==> src/rtl/wb_stage.sv <==
// Write-back stage with MEM/WB register: sub-word load extract/extend, RF write port, forwarding copy, retire counter.
// Latency 1 cycle, every output is registered-state only; stall holds the register, flush loads a bubble (flush wins).
module wb_stage #(
  parameter int XLEN  = 32,
  parameter int CNT_W = 32
) (
  input  logic              clk,
  input  logic              reset,
  input  logic              stall,
  input  logic              flush,
  input  logic              valid_MEM_WB,
  input  logic [XLEN-1:0]   read_data_MEM_WB,
  input  logic [XLEN-1:0]   ALU_Result_MEM_WB,
  input  logic [XLEN-1:0]   pc_MEM_WB,
  input  logic [1:0]        MemtoReg_MEM_WB,
  input  logic              RegWrite_MEM_WB,
  input  logic [4:0]        write_reg_MEM_WB,
  input  logic [2:0]        load_type_MEM_WB,
  output logic              reg_write_en,
  output logic [4:0]        reg_write_addr,
  output logic [XLEN-1:0]   reg_write_data,
  output logic              fwd_en,
  output logic [4:0]        fwd_rd,
  output logic [XLEN-1:0]   fwd_data,
  output logic              misaligned_load,
  output logic              wb_valid,
  output logic [CNT_W-1:0]  retired_count
);

  typedef struct packed {
    logic            valid;
    logic [XLEN-1:0] data;
    logic [XLEN-1:0] alu;
    logic [XLEN-1:0] pc;
    logic [1:0]      memtoreg;
    logic            regwrite;
    logic [4:0]      rd;
    logic [2:0]      ltype;
  } wb_reg_t;

  localparam logic [2:0] LT_LB  = 3'b000;
  localparam logic [2:0] LT_LH  = 3'b001;
  localparam logic [2:0] LT_LBU = 3'b100;
  localparam logic [2:0] LT_LHU = 3'b101;

  wb_reg_t          wb_q;
  logic [CNT_W-1:0] retired_cnt;
  logic [1:0]       off;
  logic [7:0]       byte_sel;
  logic [15:0]      half_sel;
  logic [XLEN-1:0]  load_val;
  logic             mis_cond;
  logic [XLEN-1:0]  wdata;
  logic             wen;
  logic             mis;

  always_ff @(posedge clk or posedge reset) begin
    if (reset) begin
      wb_q        <= '0;
      retired_cnt <= '0;
    end else if (flush) begin
      // Only valid/regwrite matter for a bubble; the payload is left as-is.
      wb_q.valid    <= 1'b0;
      wb_q.regwrite <= 1'b0;
    end else if (!stall) begin
      wb_q.valid    <= valid_MEM_WB;
      wb_q.data     <= read_data_MEM_WB;
      wb_q.alu      <= ALU_Result_MEM_WB;
      wb_q.pc       <= pc_MEM_WB;
      wb_q.memtoreg <= MemtoReg_MEM_WB;
      wb_q.regwrite <= RegWrite_MEM_WB;
      wb_q.rd       <= write_reg_MEM_WB;
      wb_q.ltype    <= load_type_MEM_WB;
      if (valid_MEM_WB)
        retired_cnt <= retired_cnt + 1'b1;
    end
  end

  assign off = wb_q.alu[1:0];

  always_comb begin
    byte_sel = 8'h00;
    case (off)
      2'd0: byte_sel = wb_q.data[7:0];
      2'd1: byte_sel = wb_q.data[15:8];
      2'd2: byte_sel = wb_q.data[23:16];
      2'd3: byte_sel = wb_q.data[31:24];
      default: byte_sel = 8'h00;
    endcase
    half_sel = off[1] ? wb_q.data[31:16] : wb_q.data[15:0];
  end

  // Unlisted load codes fall through to full-word behaviour.
  always_comb begin
    load_val = wb_q.data;
    mis_cond = (off != 2'b00);
    case (wb_q.ltype)
      LT_LB: begin
        load_val = {{(XLEN-8){byte_sel[7]}}, byte_sel};
        mis_cond = 1'b0;
      end
      LT_LBU: begin
        load_val = {{(XLEN-8){1'b0}}, byte_sel};
        mis_cond = 1'b0;
      end
      LT_LH: begin
        load_val = {{(XLEN-16){half_sel[15]}}, half_sel};
        mis_cond = off[0];
      end
      LT_LHU: begin
        load_val = {{(XLEN-16){1'b0}}, half_sel};
        mis_cond = off[0];
      end
      default: begin
        load_val = wb_q.data;
        mis_cond = (off != 2'b00);
      end
    endcase
  end

  always_comb begin
    wdata = wb_q.alu;
    case (wb_q.memtoreg)
      2'b01:   wdata = load_val;
      2'b10:   wdata = wb_q.pc;
      default: wdata = wb_q.alu;
    endcase
  end

  assign mis = wb_q.valid & (wb_q.memtoreg == 2'b01) & mis_cond;
  assign wen = wb_q.valid & wb_q.regwrite & (wb_q.rd != 5'd0) & ~mis;

  assign reg_write_en    = wen;
  assign reg_write_addr  = wb_q.rd;
  assign reg_write_data  = wdata;
  assign fwd_en          = wen;
  assign fwd_rd          = wb_q.rd;
  assign fwd_data        = wdata;
  assign misaligned_load = mis;
  assign wb_valid        = wb_q.valid;
  assign retired_count   = retired_cnt;

endmodule

==> config.mk <==
export PLATFORM = sky130hd
export DESIGN_NAME = wb_stage
export DESIGN_NICKNAME = d
export VERILOG_FILES = /design/src/rtl/wb_stage.sv
export SDC_FILE = /design/constraint.sdc
export NUM_CORES = 1
export LEC_CHECK = 0
export CORE_MARGIN = 5
export CORE_UTILIZATION = 30
export DETAILED_ROUTE_END_ITERATION = 8
export DONT_BUFFER_PORTS = 1
export HOLD_SLACK_MARGIN = 0.12
export PLACE_DENSITY_LB_ADDON = 0.15
export SLEW_MARGIN = 20
export SYNTH_ARGS = -nofsm -noshare
export SYNTH_HDL_FRONTEND = slang
export SYNTH_SLANG_ARGS = --single-unit
==> constraint.sdc <==
create_clock -name clk -period 4.98 [get_ports clk]
set_input_delay 0.498 -clock clk [delete_from_list [all_inputs] [get_ports clk]]
set_output_delay 0.498 -clock clk [all_outputs]
set_load 0.1 [all_outputs]
==> impl_metrics.tcl <==
set metrics [dict create \
    crit_type "reg2out" \
    run_status "finished, final reports clean" \
    via_count 4922 \
    leakage_uw 0.00367 \
    wl_um 20900 \
    cts.path.max_buffers 2 \
    synthCells 653 \
    timing.fmax_mhz 249 \
    chipHeight_um 165 \
    synth_xor_area_share_pct 3.77 \
    postSynthAreaPerCell_um2 11.0 \
    design_area_mm2 0.00914 \
    period_needed_ps 4020 \
    startpoint_type "register" \
    synthTopCellsByCount "140 x dfrtp_1, 103 x mux2_2, 47 x a21oi_1, 43 x buf_4, 35 x nor2b_1" \
    skew_ps 9.76 \
    switching_share_pct 49.6 \
    drive_gt1_share_pct 36.4 \
    synth.top_cell.area_share_pct 48.7 \
    cpMaxStageDelayCell "o221ai_1" \
    io_pins 222 \
    fin_nets 762 \
    setup_tns_ps 0 \
    synth_top_family_by_area "multiplexers" \
    startpoint "wb_q[10]$_DFFE_PP0P_" \
    avgViaCountPerCell 5.00 \
    crit_fanout 12 \
    rsz0062_at_grt "false" \
    p_int_uw 2780 \
    critPathRequiredTime_ps 4480 \
    mappedNetlistArea_mm2 0.00720 \
    clock-sinks 140 \
    dieArea_mm2 0.0272 \
    power_frac_seq_pct 30.1 \
    grt_max_degree 94 \
    clkPwrFrac_pct 23.9 \
    critPathTopFamily "compound AO/OA/AOI/OAI gates" \
    power_per_cell_area_mw_per_mm2 602 \
    tritoncts "done" \
    die_x_um 165 \
    p_comb_share_pct 46.0 \
    synth_most_common_cell "dfrtp_1" \
    worst_slew_pin_slew_ps 1190 \
    clock_latency_ps 420 \
    synth_fa_ha_area_share_pct 0.522 \
    synth_flop_cell "dfrtp_1" \
    drt_iter0_markers 237 \
    r2r_start "retired_count[3]$_DFFE_PP0P_" \
    ctsResizeCount 0 \
    cpPeakStageDelay_ps 750 \
    synth_compound_gate_area_share_pct 7.44 \
    htree_levels 4 \
    ys_ff_latch 140 \
    power.switching_uw 2730 \
    hp-class "in2async" \
    period_share_pct 80.7 \
    r2r_setup_slack_ps 2180 \
    track_usage_pct 15.6 \
    num_rows 56 \
    worstPathArrival_ps 3520 \
    synth_edf_count 0 \
    postRouteAntennaNets 0 \
    grt_overflow 0 \
    postLayoutCoreUtil_pct 38.8 \
    whs_ps 115 \
    initial_core_util_pct 30.6 \
    maxCapViolations 0 \
    hpwl_um 15500 \
    fillers 2316 \
    cts_root_buffer "clkbuf_16" \
    pre_cts_ws_ps 1320 \
    vdd_ir_drop_max_v 0.000242 \
    crit_chain "inv_1, ha_1, or3b_2, o221ai_1, nand3_1, a21oi_4, buf_4" \
    synth.area.mux_share_pct 18.8 \
    cts_buffers 17 \
    place_area_mm2 0.00851 \
    wl_per_cell_um 21.2 \
    synthTopCellsByArea "dfrtp_1 49%, mux2_2 16%, buf_4 4.5%" \
    grt_pass1_wl_um 31900 \
    port_buffers 0 \
    gp_congestion 0.846 \
    synth-simple-area-share_pct 13.7 \
    async_flop_share_pct 100 \
    slew_headroom_pct 20.3 \
    clkTransAtPathRegs_ps 70 \
    cts_setup_buffers 0 \
    setup_ws_ps 962 \
    finalSetupViolations 0 \
    drc 0 \
    antenna_found_initial 15 \
    synth_top_area_cell "dfrtp_1" \
    yosys_warnings 0 \
    drv_slew 0 \
    hold_viol 0 \
    syn_nets 768 \
    synth.yosys.seq_area_share_pct 48.7 \
    core_area_mm2 0.0235 \
    path_buf_inv 2 \
    first_pass_iters 5 \
    worstSetupEndpointType "primary output" \
    grt_pass1_vias 5239 \
    synth_cell_types 38 \
    area_growth_pct 27.0 \
]
## sequential cells by signal (all words and copies together) (netlist names)
signal / cells
off: 2
wb_valid: 1
fwd_rd: 5
wb_q: 100
retired_count: 32
## placed cells by master (no fill, tap or decap), types with 16 or more instances in the layout
cell / synthesis / routed
nand3_1: 19 / 19
buf_16: 0 / 27
o21ai_0: 19 / 16
buf_4: 43 / 30
nor2b_1: 35 / 35
mux2i_1: 19 / 19
o31ai_4: 0 / 16
nor2_1: 33 / 31
nand2_1: 30 / 30
dfrtp_1: 140 / 135
a21oi_1: 47 / 33
xnor2_1: 24 / 24
mux2_2: 103 / 103
clkbuf_16: 0 / 17
## power groups by stage
stage / combinational, uW / clock [uW] / sequential, uW
after floorplan: 1970 / 0 / 1530
after global placement: 2390 / 0 / 1680
after detailed placement: 2550 / 0 / 1680
after CTS: 2560 / 1360 / 1660
after global routing: 2630 / 1410 / 1680
final: 2530 / 1320 / 1660
## worst register-to-register path, stage by stage (launching register included)
cell and delay, ps:
dfrtp_1 1000, nand3_1 450, nor4_4 800, nand4_1 230
xnor2_1 180
## what timing repair did
item / in CTS / in global routing
hold endpoints to repair: 2 / 0
hold buffers: 1 / 0
setup endpoints to repair: 0 / 0
## final timing paths
| kind | endpoint | depth (start not counted) |
|---|---|---|
| setup reg to reg | retired_count[25]$_DFFE_PP0P_ | 4 |
| setup / recovery | fwd_data[15] | 7 |
| hold / removal | wb_q[24]$_DFFE_PP0P_ | 1 |
| max in group asynchronous | wb_q[74]$_DFFE_PP0P_ | 2 |
| min in group clk | wb_q[9]$_DFFE_PP0P_ | 2 |
| hold reg to reg | wb_q[57]$_DFFE_PP0P_ | 1 |
## cell families after synthesis
kind of cell,count (synthesis)
AOI/OAI and AO/OA,92
adders and majority gates,3
and+or+nand+nor,176
DFF,140
buffers and inverters,89
muxes,122
xor gates and xnor gates,31
## routing by layer
layer  routed length, um  global-route usage (%)
met4                 254                    3.67
met1                8400                    18.7
met5                 148                       0
met2               10300                    25.5
met3                1810                    7.46
## area by class of cell
| cell class | count | area (um^2) | area share [%] |
|---|---|---|---|
| Timing Repair Buffer | 58 | 978 | 10.7 |
| Clock inverter | 15 | 173 | 1.89 |
| Tap cell | 319 | 399 | 4.37 |
| Inverter | 6 | 27.5 | 0.301 |
| Clock buffer | 17 | 425 | 4.66 |
| Antenna cell | 6 | 15.0 | 0.164 |
| Sequential cell | 140 | 3510 | 38.4 |
| Multi-Input combinational cell | 424 | 3610 | 39.5 |
## metrics by stage
step / instances / power, uW
global placement: 936 / 4070
finish: 985 / 5500
floorplan: 653 / 3500
global route: 982 / 5730
detailed placement: 946 / 4240
CTS: 979 / 5580
Note: power is estimated with default switching activity, not from simulation.
